==> src/rtl/eth_pkg.sv <==
// eth_pkg: shared Ethernet/IPv4/UDP constants, CRC-32 constants and receive state type
package eth_pkg;
  localparam logic [15:0] ETH_HDR_LEN = 16'd14;
  localparam logic [15:0] IP_HDR_LEN = 16'd20;
  localparam logic [15:0] UDP_HDR_LEN = 16'd8;
  localparam logic [15:0] HDR_TOTAL = 16'd42;
  localparam logic [15:0] ETHERTYPE_IPV4 = 16'h0800;
  localparam logic [7:0] IP_PROTO_UDP = 8'h11;
  localparam logic [31:0] CRC32_POLY = 32'h04C11DB7;
  localparam logic [31:0] CRC32_RESIDUE = 32'hC704DD7B;
  typedef enum logic [2:0] {IDLE, PREAMBLE, HEADER, PAYLOAD, TAIL, CHECK, DROP} rx_state_t;
endpackage

==> src/rtl/eth_crc32_nibble.sv <==
// eth_crc32_nibble: next CRC-32 register value after four data bits, bit 0 first
// ports: crc_i current register, data_i MII nibble, crc_o updated register
module eth_crc32_nibble
  import eth_pkg::*;
(
  input  logic [31:0] crc_i,
  input  logic [3:0]  data_i,
  output logic [31:0] crc_o
);
  always_comb begin
    crc_o = crc_i;
    for (int i = 0; i < 4; i++)
      crc_o = {crc_o[30:0], 1'b0} ^ ((crc_o[31] ^ data_i[i]) ? CRC32_POLY : 32'h0);
  end
endmodule

==> src/rtl/eth_udprx.sv <==
// eth_udprx: MII receiver that filters Ethernet/IPv4/UDP frames and streams the UDP payload
// ports: eth_rx_* MII receive pins (eth_rx_clk is the only clock, reset_n async active-low);
//        cfg_* local MAC/IP/port filters; usr_* payload stream, sender info and per-frame
//        good/bad verdict; stat_drop_o saturating count of frames dropped before payload
module eth_udprx
  import eth_pkg::*;
#(
  parameter int MAX_PAYLOAD  = 1472,
  parameter bit ACCEPT_BCAST = 1'b1
) (
  input  logic        eth_rx_clk,
  input  logic        reset_n,
  input  logic [3:0]  eth_rx_data,
  input  logic        eth_rx_dv,
  input  logic        eth_rx_er,
  input  logic [47:0] cfg_ethaddr_i,
  input  logic [31:0] cfg_ipaddr_i,
  input  logic [15:0] cfg_udpport_i,
  output logic [7:0]  usr_data_o,
  output logic        usr_valid_o,
  output logic        usr_sof_o,
  output logic        usr_eof_o,
  output logic [31:0] usr_srcip_o,
  output logic [15:0] usr_srcport_o,
  output logic [15:0] usr_data_len_o,
  output logic        usr_good_o,
  output logic        usr_bad_o,
  output logic [15:0] stat_drop_o
);
  rx_state_t state, state_n;
  logic hi, byte_stb, pay_stb, hdr_fail, drop_inc, verdict_bad, er_seen, trunc, in_frame;
  logic [3:0] n0;
  logic [7:0] rx_byte;
  logic [15:0] cnt, ulen, plen, last_idx, srcport_s;
  logic [31:0] crc, crc_n, srcip_s;
  logic [39:0] sh;
  logic [47:0] win;

  eth_crc32_nibble u_crc (.crc_i(crc), .data_i(eth_rx_data), .crc_o(crc_n));

  // win holds the last six header bytes including the one completing now, so each
  // multi-byte field is checked as a whole on its final byte
  assign in_frame = state inside {HEADER, PAYLOAD, TAIL};
  assign rx_byte = {eth_rx_data, n0};
  assign win = {sh, rx_byte};
  assign plen = ulen - UDP_HDR_LEN;
  assign last_idx = ulen + HDR_TOTAL - UDP_HDR_LEN - 16'd1;

  always_ff @(posedge eth_rx_clk or negedge reset_n)
    if (!reset_n) state <= IDLE;
    else state <= state_n;

  always_comb begin
    state_n = state;
    case (state)
      IDLE: state_n = !eth_rx_dv ? IDLE : eth_rx_data == 4'h5 ? PREAMBLE : DROP;
      PREAMBLE: state_n = !eth_rx_dv ? DROP : eth_rx_data == 4'h5 ? PREAMBLE :
                          eth_rx_data == 4'hD ? HEADER : DROP;
      HEADER: state_n = (!eth_rx_dv || eth_rx_er || (byte_stb && hdr_fail)) ? DROP :
                        (byte_stb && cnt == HDR_TOTAL - 16'd1) ? (ulen == UDP_HDR_LEN ? TAIL : PAYLOAD) :
                        HEADER;
      PAYLOAD: state_n = !eth_rx_dv ? CHECK : (byte_stb && cnt == last_idx) ? TAIL : PAYLOAD;
      TAIL: state_n = eth_rx_dv ? TAIL : CHECK;
      CHECK: state_n = IDLE;
      DROP: state_n = eth_rx_dv ? DROP : IDLE;
      default: state_n = IDLE;
    endcase
  end

  always_comb begin
    byte_stb = in_frame && eth_rx_dv && hi;
    pay_stb = state == PAYLOAD && byte_stb;
    drop_inc = state_n == DROP && state != DROP;
    verdict_bad = er_seen || hi || trunc || cnt < ulen + HDR_TOTAL - UDP_HDR_LEN + 16'd4 ||
                  crc != CRC32_RESIDUE;
    hdr_fail = (cnt == 16'd5 && win != cfg_ethaddr_i && !(ACCEPT_BCAST && &win)) ||
               (cnt == ETH_HDR_LEN - 16'd1 && win[15:0] != ETHERTYPE_IPV4) ||
               (cnt == ETH_HDR_LEN && rx_byte != 8'h45) ||
               (cnt == ETH_HDR_LEN + 16'd7 && win[13:0] != 14'd0) ||
               (cnt == ETH_HDR_LEN + 16'd9 && rx_byte != IP_PROTO_UDP) ||
               (cnt == ETH_HDR_LEN + 16'd19 && win[31:0] != cfg_ipaddr_i) ||
               (cnt == ETH_HDR_LEN + IP_HDR_LEN + 16'd3 && win[15:0] != cfg_udpport_i) ||
               (cnt == ETH_HDR_LEN + IP_HDR_LEN + 16'd5 &&
                (win[15:0] < UDP_HDR_LEN || win[15:0] > 16'(MAX_PAYLOAD) + UDP_HDR_LEN));
  end

  always_ff @(posedge eth_rx_clk or negedge reset_n)
    if (!reset_n) begin
      usr_data_o <= '0;
      usr_valid_o <= 1'b0;
      usr_sof_o <= 1'b0;
      usr_eof_o <= 1'b0;
      usr_srcip_o <= '0;
      usr_srcport_o <= '0;
      usr_data_len_o <= '0;
      usr_good_o <= 1'b0;
      usr_bad_o <= 1'b0;
      stat_drop_o <= '0;
      hi <= 1'b0;
      n0 <= '0;
      cnt <= '0;
      ulen <= '0;
      crc <= '1;
      sh <= '0;
      srcip_s <= '0;
      srcport_s <= '0;
      er_seen <= 1'b0;
      trunc <= 1'b0;
    end else begin
      usr_valid_o <= pay_stb;
      usr_sof_o <= pay_stb && cnt == HDR_TOTAL;
      usr_eof_o <= pay_stb && cnt == last_idx;
      usr_good_o <= state == CHECK && !verdict_bad;
      usr_bad_o <= state == CHECK && verdict_bad;
      if (pay_stb) usr_data_o <= rx_byte;
      if (drop_inc && stat_drop_o != 16'hFFFF) stat_drop_o <= stat_drop_o + 16'd1;
      if (state == PREAMBLE) begin
        hi <= 1'b0;
        cnt <= '0;
        crc <= '1;
        er_seen <= 1'b0;
        trunc <= 1'b0;
      end else if (in_frame && eth_rx_dv) begin
        crc <= crc_n;
        hi <= !hi;
        er_seen <= er_seen || eth_rx_er;
        if (!hi) n0 <= eth_rx_data;
        if (byte_stb) begin
          cnt <= cnt + 16'd1;
          sh <= win[39:0];
        end
        if (byte_stb && state == HEADER) begin
          if (cnt == ETH_HDR_LEN + 16'd15) srcip_s <= win[31:0];
          if (cnt == ETH_HDR_LEN + IP_HDR_LEN + 16'd1) srcport_s <= win[15:0];
          if (cnt == ETH_HDR_LEN + IP_HDR_LEN + 16'd5) ulen <= win[15:0];
          if (cnt == HDR_TOTAL - 16'd1) begin
            usr_srcip_o <= srcip_s;
            usr_srcport_o <= srcport_s;
            usr_data_len_o <= plen;
          end
        end
      end
      if (state == PAYLOAD && !eth_rx_dv) trunc <= 1'b1;
    end
endmodule

==> config.mk <==
export PLATFORM = sky130hd
export DESIGN_NAME = eth_udprx
export DESIGN_NICKNAME = d
export VERILOG_FILES = /design/src/rtl/eth_pkg.sv /design/src/rtl/eth_crc32_nibble.sv /design/src/rtl/eth_udprx.sv
export SDC_FILE = /design/constraint.sdc
export NUM_CORES = 1
export LEC_CHECK = 0
export BUFFER_PORTS_ARGS = -buffer_cell sky130_fd_sc_hd__buf_2
export CAP_MARGIN = 20
export CORE_MARGIN = 3
export CORE_UTILIZATION = 59
export CTS_CLUSTER_SIZE = 20
export DETAILED_ROUTE_END_ITERATION = 10
export PLACE_DENSITY = 0.79
export SLEW_MARGIN = 15
export SYNTH_ARGS = -nofsm -noshare
export SYNTH_HDL_FRONTEND = slang
export SYNTH_HIERARCHICAL = 1
export SYNTH_SLANG_ARGS = --single-unit
==> constraint.sdc <==
create_clock -name eth_rx_clk -period 3.8 [get_ports eth_rx_clk]
set_input_delay 0.76 -clock eth_rx_clk [delete_from_list [all_inputs] [get_ports eth_rx_clk]]
set_output_delay 0.76 -clock eth_rx_clk [all_outputs]
set_load 0.01 [all_outputs]
==> qor.yml, run 1 <==
outcome: "finished clean"
r2r_slack_ps: 210
cts_root_buf: "clkbuf_16"
cp_max_fo: 8
rows: 56
drtIter0Drc: 1112
synthSimpleGateAreaFrac: 0.220
drc: 0
cpPeakStageDelay_ps: 750
dp_hpwl_mm: 27.8
globalplace.congestion: 0.935
worstPathCellList: "ha_2, a21oi_2, or4b_2, xnor2_2, nand2_1, nor2_1, xnor2_1, ha_1, a21o_1, a211o_1, o22ai_1, nor2_1, o2bb2ai_1"
yosysTopAreaCell: "dfrtp_1"
synth_ff_type: "dfrtp_1"
critPathSlowestCell: "or4b_2"
cts_tree: "yes"
antenna_found_initial: 2
synth_top_family_by_area: "simple AND/OR/NAND/NOR gates"
worstMarginPinSlew_ps: 806
criticalPathCategory: "reg -> reg"
powerDensity_mw_per_mm2: 590
cts_sinks: 255
start_kind: "flop"
crit_required_ps: 4270
grtUsageTotal: 0.297
p_leak_nw: 8.41
area_growth_pct: 15.5
synth_xor_xnor_area_share: 0.158
path_clk_slew_ps: 60
antenna-diode-count: 0
yosys.area_share.adder: 0.0241
skew_ps: 18.2
synth_area_leaders: "dfrtp_1, nand2_1, xnor2_1"
seq_area_frac_synth: 0.441
cts_htree_levels: 1
pin_count: 197
fmax_ghz: 0.279
synth_top_area_frac: 0.383
drt_first_pass_iters: 6
synth-compound-area-share: 0.0609
crit_buf_inv: 0
endpoint_kind: "flop"
synth_most_common_cell: "nand2_1"
synth_edf_count: 0
async_flop_share: 1.00
synthMuxAreaShare: 0.0619
setup-tns-final_ps: 0
wl_met3_mm: 3.09
wl_per_cell_um: 19.6
grt_overflow_total: 0
clock_path_buffers: 3
start_util: 0.611
port_buffers: 196
vias: 11900
drive_above_1_share: 0.241
cp_common_cell: "nor2_1"
syn_area_mm2: 0.0146
worstHoldPathType: "in -> async"
routed_via_density: 5.91
die_h_um: 163
grt_pass1_wl_mm: 63.0
maxSlewViolCount: 0
die_area_mm2: 0.0266
min_period_over_period: 0.944
postSynthAreaPerCell_um2: 9.61
synth_seq_cells: 255
final_antenna_net_count: 0
final.min_clock_period_ps: 3590
met1_length_mm: 16.9
hold_violations: 0
top_layer_used: "met5"
cts_buffers: 27
finalSetupViolCount: 0
max_slew_margin: 0.463
dieWidth_um: 163
grt_max_degree: 113
fin_util: 0.706
r2r_end: "usr_bad_o$_DFF_PN0_"
synth_nets: 1647
reg2reg_depth: 13
arrival_ps: 4050
syn_inst: 1515
coreArea_mm2: 0.0238
wl_met2_mm: 18.7
critPathTopFamily: "simple AND/OR/NAND/NOR gates"
nets: 1816
clk_latency_ps: 550
r2r-start: "ulen[3]$_DFFE_PN0P_"
drv_cap: 0
routed_wl_mm: 39.7
synth_cell_type_count: 78
synth_common_cells: "nand2_1, dfrtp_1, nor2_1"
yosys_warnings: 6
peakVddDrop_mv: 0.478
grt_pass1_vias: 11700
rsz0062_at_grt: "no"
[how the worst max path moves through the flow]
stage | to | cells past startpoint | startpoint | slack (ps)
floorplan | usr_bad_o$_DFF_PN0_ | 15 | ulen[3]$_DFFE_PN0P_ | 460
global placement | stat_drop_o[7]$_DFFE_PN0P_ | 9 | cnt[14]$_DFFE_PN0P_ | 180
detailed placement | usr_bad_o$_DFF_PN0_ | 13 | ulen[2]$_DFFE_PN0P_ | 100
CTS | usr_bad_o$_DFF_PN0_ | 13 | ulen[1]$_DFFE_PN0P_ | 70
global route | usr_bad_o$_DFF_PN0_ | 15 | ulen[3]$_DFFE_PN0P_ | 10
finish | usr_bad_o$_DFF_PN0_ | 13 | ulen[3]$_DFFE_PN0P_ | 210
[what timing repair did]
item	in CTS	in global routing
hold buffers	0	0
hold endpoints to repair	0	0
buffers inserted	0	1
endpoints found under the setup margin	0	11
resized for setup	0	10
[cell type report]
cell class | count | area (um2)
Clock inverter | 7 | 125
Tap cell | 319 | 399
Timing Repair Buffer | 233 | 1310
Clock buffer | 40 | 774
Inverter | 21 | 78.8
Sequential cell | 255 | 6420
Fill cell | 1812 | 7010
Multi-Input combinational cell | 1146 | 7700
[flip-flops by register name, indices dropped and copies added, names as in the netlist, 3 cells and up]
name and count:
usr_data_o 8, cnt 16, state 3, usr_data_len_o 16, srcip_s 32, sh 40, ulen 16, usr_srcport_o 16
n0 4, stat_drop_o 16, srcport_s 16, crc 32, usr_srcip_o 32
[per-layer routing]
metal / track usage / up-vias
met2: 0.472 / 520
met4: 0.0850 / 4
met3: 0.0515 / 90
met5: 0 / -
met1: 0.424 / 5864
li1: - / 5471
[stage by stage]
stage          area, um2  power (mW)  cells  hold slack, ps  worst slack (ps)
3_3_place_gp       15900        7.09   1973             444               182
6_report           16800        9.93   2021             151               212
2_1_floorplan      14600        6.23   1515             435               457
4_1_cts            16800        9.91   2020             162              69.0
5_1_grt            16800        10.4   2021             174              11.4
3_5_place_dp       15900        7.19   1973             446               103
[worst register-to-register path, delay by kind of cell (launching register included)]
family / cells / cell delay (ps)
simple gates: 4 / 1060
compound gates: 5 / 1030
fa+ha+maj: 2 / 560
flops: 1 / 500
xor+xnor: 2 / 370
[logic make-up (layout without fill, tap and decap cells)]
group / after synthesis / after routing
buf+inv: 114 / 301
mux: 77 / 77
xor+xnor: 217 / 217
flops: 255 / 255
fa+ha+maj: 28 / 28
compound gates: 140 / 140
simple gates: 684 / 684
[power by group]
group	internal (mW)	switching [mW]
Sequential	3.29	0.936
Clock	1.61	1.09
Combinational	1.49	1.52
[cells in the final DEF, fill, tap and decap left out, types with 12 or more instances in the layout]
master     count
or3_1         12
a21oi_1       47
dfstp_2       32
dfrtp_1      220
nand2_1      324
nor2b_1       13
ha_1          26
clkbuf_16     27
o21ai_0       28
inv_1         20
xnor3_1       24
nand4_1       44
nor3_1        33
nand3_1       29
buf_4         34
buf_2        195
xnor2_1      109
mux2_2        63
nor2_1       118
nor4_1        34
xor2_1        77
Note: power is estimated with default switching activity, not from simulation.
==> inputs of run 2 (changes only) <==
--- a/config.mk
+++ b/config.mk
@@ -12,6 +12,7 @@
 export CTS_CLUSTER_SIZE = 20
 export DETAILED_ROUTE_END_ITERATION = 10
 export PLACE_DENSITY = 0.79
+export SETUP_SLACK_MARGIN = 0.4
 export SLEW_MARGIN = 15
 export SYNTH_ARGS = -nofsm -noshare
 export SYNTH_HDL_FRONTEND = slang
==> qor.yml, run 2 (synthesized netlist as in run 1, its figures left out) <==
die_area_mm2: 0.0266  # unchanged
final.min_clock_period_ps: 3290  # -293 ps
largest_register_ffs: 40  # unchanged
grt_pass1_vias: 11700  # -0.18%
p_leak_nw: 8.49  # +0.96%
fin_util: 0.715  # +0.00940
layout_common_cells: "nand2_1, dfrtp_1, buf_2"
vias: 12000  # +0.22%
rsz0062_at_grt: "yes"
grt_pass1_wl_mm: 63.1  # about the same
nets: 1828  # +0.66%
start_util: 0.611  # unchanged
outcome: "finished clean"
drt_first_pass_iters: 8  # +2
worstHoldPathType: "in -> async"
globalplace.congestion: 0.935  # unchanged
r2r-start: "cnt[14]$_DFFE_PN0P_"
area_growth_pct: 17.0
drc: 0  # unchanged
crit_start: "cnt[14]$_DFFE_PN0P_"
fmax_ghz: 0.303  # +8.9%
port_buffers: 196  # unchanged
cts_root_buf: "clkbuf_16"
cts_tree: "yes"
criticalPathCategory: "reg -> reg"
die_h_um: 163  # unchanged
maxSlewViolCount: 0  # unchanged
dp_hpwl_mm: 27.8  # unchanged
clock_path_buffers: 3  # unchanged
power_mw: 9.95  # +0.26%
routed_wl_mm: 40.1  # +1.2%
pwr-share-clk: 0.271  # about the same
antenna_found_initial: 2  # unchanged
routed_via_density: 5.89  # -0.37%
hold_ws_ps: 153  # +1.84 ps
seqPwrFrac: 0.424  # about the same
worstMarginPinSlew_ps: 808  # +1.66 ps
switchingPower_mw: 3.56  # +0.57%
endpoint_kind: "flop"
largest_register: "sh"
wl_per_cell_um: 19.7  # +0.58%
hold_violations: 0  # unchanged
finalSetupViolCount: 0  # unchanged
final_common_cell: "nand2_1"
arrival_ps: 3760  # -290 ps
max_slew_margin: 0.462  # -0.00110
skew_ps: 20.3  # +2.15 ps
grtUsageTotal: 0.297  # about the same
setup-tns-final_ps: 0  # unchanged
swShare: 0.358  # +0.00109
path_clk_slew_ps: 60  # about the same
p_comb_frac: 0.304  # about the same
powerDensity_mw_per_mm2: 584  # -1.1%
min_period_over_period: 0.867  # -0.0772
drv_cap: 0  # unchanged
pin_count: 197  # unchanged
cp_max_fo: 8  # unchanged
crit_required_ps: 4270  # about the same
peakVddDrop_mv: 0.478  # about the same
grt_max_degree: 113  # unchanged
final_antenna_net_count: 0  # unchanged
cts_htree_levels: 1  # unchanged
drtIter0Drc: 1199  # +7.8%
antenna-diode-count: 0  # unchanged
rows: 56  # unchanged
cts_sinks: 255  # unchanged
p_int_mw: 6.40  # about the same
cts_buffers: 27  # unchanged
coreArea_mm2: 0.0238  # unchanged
drive_above_1_share: 0.258  # +0.0164
grt_overflow_total: 0  # unchanged
fillers: 1765  # -2.6%
clk_latency_ps: 560  # about the same
dieWidth_um: 163  # unchanged
start_kind: "flop"
[run 2: cell count changes in the layout (fill, tap and decap cells not counted), sizes merged]
cell / previous run / this run
buf: 233 / 245
[run 2: area by class of cell]
cell class	count	area [um2]	area share
Timing Repair Buffer	245	1400	0.0820
Sequential cell	255	6430	0.377
Clock inverter	7	125	0.00734
Tap cell	319	399	0.0234
Multi-Input combinational cell	1146	7840	0.460
Clock buffer	40	774	0.0455
Inverter	21	78.8	0.00463
[run 2: worst paths after layout]
check | to | slack (ps) | cells past startpoint
setup / recovery | stat_drop_o[7]$_DFFE_PN0P_ | 510 | 9
hold reg to reg | usr_srcport_o[12]$_DFFE_PN0P_ | 460 | 2
hold / removal | usr_data_len_o[12]$_DFFE_PN0P_ | 150 | 1
setup reg to reg | stat_drop_o[7]$_DFFE_PN0P_ | 510 | 9
max in group asynchronous | srcip_s[2]$_DFFE_PN0P_ | 2710 | 2
min in group eth_rx_clk | usr_srcport_o[12]$_DFFE_PN0P_ | 460 | 2
[run 2: timing repair]
action / CTS / global route
buffers inserted: 1 / 12
hold buffers: 0 / 0
setup endpoints to repair: 20 / 21
gates resized for setup: 13 / 22
endpoints found under the hold margin: 0 / 0
pin swaps: 1 / 4
[run 2: critical path: stages, from the launching register on]
cell,delay (ps)
dfrtp_1,480
or4_4,600
or4_4,550
or3_1,400
o22ai_1,210
a311o_2,180
o21ai_2,140
buf_4,210
nor4_2,300
xnor2_1,150
[run 2: layer usage]
metal	track usage	up-vias	wire (um)
li1	-	5507	-
met1	0.427	5830	16600
met2	0.474	539	19100
met3	0.0479	95	3430
met4	0.0811	4	998
met5	0	-	21
[run 2: power groups by stage]
stage | Clock, mW | Combinational (mW) | Sequential, mW
after global routing | 2.85 | 3.33 | 4.29
after CTS | 2.73 | 3.00 | 4.19
after global placement | 0 | 2.88 | 4.21
after detailed placement | 0 | 2.96 | 4.23
after floorplan | 0 | 2.48 | 3.76
final | 2.70 | 3.03 | 4.22
[run 2: stage by stage]
stage	instance area (um2)	worst slack [ps]	cells
5_1_grt	17000	336	2033
6_report	17000	505	2033
3_5_place_dp	15900	103	1973
3_3_place_gp	15900	182	1973
4_1_cts	16800	360	2021
2_1_floorplan	14600	457	1515
==> inputs of run 3 (changes only) <==
--- a/config.mk
+++ b/config.mk
@@ -11,7 +11,7 @@
 export CORE_UTILIZATION = 59
 export CTS_CLUSTER_SIZE = 20
 export DETAILED_ROUTE_END_ITERATION = 10
-export PLACE_DENSITY = 0.79
+export PLACE_DENSITY = 0.78
 export SETUP_SLACK_MARGIN = 0.4
 export SLEW_MARGIN = 15
 export SYNTH_ARGS = -nofsm -noshare
==> qor.yml, run 3 (synthesized netlist as in run 1, its figures left out) <==
fin_util: 0.710  # -0.00562
hold_violations: 0  # unchanged
largest_register: "sh"
peakVddDrop_mv: 0.467  # -2.2%
regArea_mm2: 0.00643  # about the same
nets: 1820  # -0.44%
coreArea_mm2: 0.0238  # unchanged
layout_common_cells: "nand2_1, dfrtp_1, buf_2"
wl_per_cell_um: 19.8  # +0.13%
dp.cells: 1976  # +0.15%
dp_hpwl_mm: 28.3  # +1.7%
p_leak_nw: 8.40  # -0.98%
cts_htree_levels: 1  # unchanged
grt_pass1_vias: 12000  # +2.6%
area_growth_pct: 16.1
path_clk_slew_ps: 70  # about the same
grt_overflow_total: 0  # unchanged
port_buffers: 196  # unchanged
drc: 0  # unchanged
arrival_ps: 3770  # about the same
crit_required_ps: 4240  # -30 ps
dieWidth_um: 163  # unchanged
routed_via_density: 5.95  # +1.1%
largest_register_ffs: 40  # unchanged
skew_ps: 15.3  # -5.08 ps
grt_pass1_wl_mm: 63.8  # +1.2%
layout.cells.non_filler: 2028  # -0.25%
final.min_clock_period_ps: 3330  # +35.5 ps
min_period_over_period: 0.876  # +0.00934
cts_root_buf: "clkbuf_16"
cts_sinks: 255  # unchanged
grt_max_degree: 87  # -23%
pin_count: 197  # unchanged
r2r_slack_ps: 470  # -40 ps
r2r_end: "stat_drop_o[3]$_DFFE_PN0P_"
cp_max_fo: 9  # +1
maxSlewViolCount: 0  # unchanged
final_antenna_net_count: 0  # unchanged
grtUsageTotal: 0.300  # +0.00297
die_h_um: 163  # unchanged
clk_latency_ps: 540  # -20 ps
fmax_ghz: 0.300  # -1.1%
routed_wl_mm: 40.1  # -0.12%
max_slew_margin: 0.474  # +0.0127
worstMarginPinSlew_ps: 789  # -19.1 ps
drt_first_pass_iters: 7  # -1
rsz0062_at_grt: "yes"
die_area_mm2: 0.0266  # unchanged
critPathTopFamily: "simple AND/OR/NAND/NOR gates"
endpoint_kind: "flop"
hold_ws_ps: 203  # +50.0 ps
power_mw: 9.82  # -1.3%
finalSetupViolCount: 0  # unchanged
vias: 12100  # +0.83%
final_common_cell: "nand2_1"
critPathSlowestCell: "or4_1"
start_util: 0.611  # unchanged
start_kind: "flop"
drtIter0Drc: 1050  # -12%
r2r-start: "cnt[14]$_DFFE_PN0P_"
multi_input_area_mm2: 0.00780  # -0.40%
cpPeakStageDelay_ps: 590  # about the same
setup-tns-final_ps: 0  # unchanged
cts_buffers: 26  # -3.7%
worstHoldPathType: "in -> async"
cts_tree: "yes"
reg2reg_depth: 9  # unchanged
globalplace.congestion: 0.946  # +1.1%
worstPathCellList: "or4_1, or4_4, or3_1, o22ai_1, a311o_2, o21ai_2, buf_4, nor4b_2, xor2_1"
fillers: 1734  # -1.8%
antenna_found_initial: 2  # unchanged
outcome: "finished clean"
clock_path_buffers: 3  # unchanged
drive_above_1_share: 0.253  # -0.00480
rows: 56  # unchanged
crit_buf_inv: 1  # unchanged
powerDensity_mw_per_mm2: 581  # -0.53%
criticalPathCategory: "reg -> reg"
drv_cap: 0  # unchanged
[run 3: repair_timing]
action | in CTS | in global routing
pin swaps | 0 | 3
buffers inserted | 1 | 2
hold buffers | 0 | 0
gates resized for setup | 9 | 21
setup endpoints to repair | 14 | 15
[run 3: worst max path at each step]
| stage | from | endpoint | slack, ps | cells after the start |
|---|---|---|---|---|
| after detailed placement | ulen[1]$_DFFE_PN0P_ | usr_bad_o$_DFF_PN0_ | 110 | 15 |
| after CTS | ulen[2]$_DFFE_PN0P_ | usr_bad_o$_DFF_PN0_ | 370 | 13 |
| after floorplan | ulen[3]$_DFFE_PN0P_ | usr_bad_o$_DFF_PN0_ | 460 | 15 |
| final | cnt[14]$_DFFE_PN0P_ | stat_drop_o[3]$_DFFE_PN0P_ | 470 | 9 |
| after global routing | ulen[1]$_DFFE_PN0P_ | usr_bad_o$_DFF_PN0_ | 360 | 15 |
| after global placement | ulen[1]$_DFFE_PN0P_ | usr_bad_o$_DFF_PN0_ | 270 | 15 |
[run 3: metrics by stage]
stage	setup slack (ps)	instance area (um2)
after floorplan	457	14600
after global placement	268	15900
after detailed placement	108	15900
after CTS	365	16800
after global routing	360	16900
final	470	16900
[run 3: where the power goes]
| group | internal [mW] | switching, mW | total, mW | leakage, nW |
|---|---|---|---|---|
| Combinational | 1.51 | 1.53 | 3.05 | 4.65 |
| Clock | 1.48 | 1.08 | 2.56 | 0.401 |
| Sequential | 3.29 | 0.928 | 4.22 | 3.36 |
[run 3: final cells by class]
| cell class | instances | area share |
|---|---|---|
| clock inverter | 10 | 0.00733 |
| multi-input combinational | 1146 | 0.462 |
| inverter | 21 | 0.00466 |
| timing repair buffer | 238 | 0.0788 |
| tap | 319 | 0.0236 |
| sequential | 255 | 0.380 |
| clock buffer | 37 | 0.0433 |
| antenna | 2 | 0.000296 |
[run 3: metal layers]
metal  routed length (um)  track usage  part of all wire  vias to the layer above
met4                 1440        0.101             0.036                        0
met3                 3320       0.0525             0.083                      115
met5                    0      0.00189                 0                        -
li1                     -            -                 -                     5505
met2                18800        0.480              0.47                      540
met1                16500        0.419              0.41                     5914
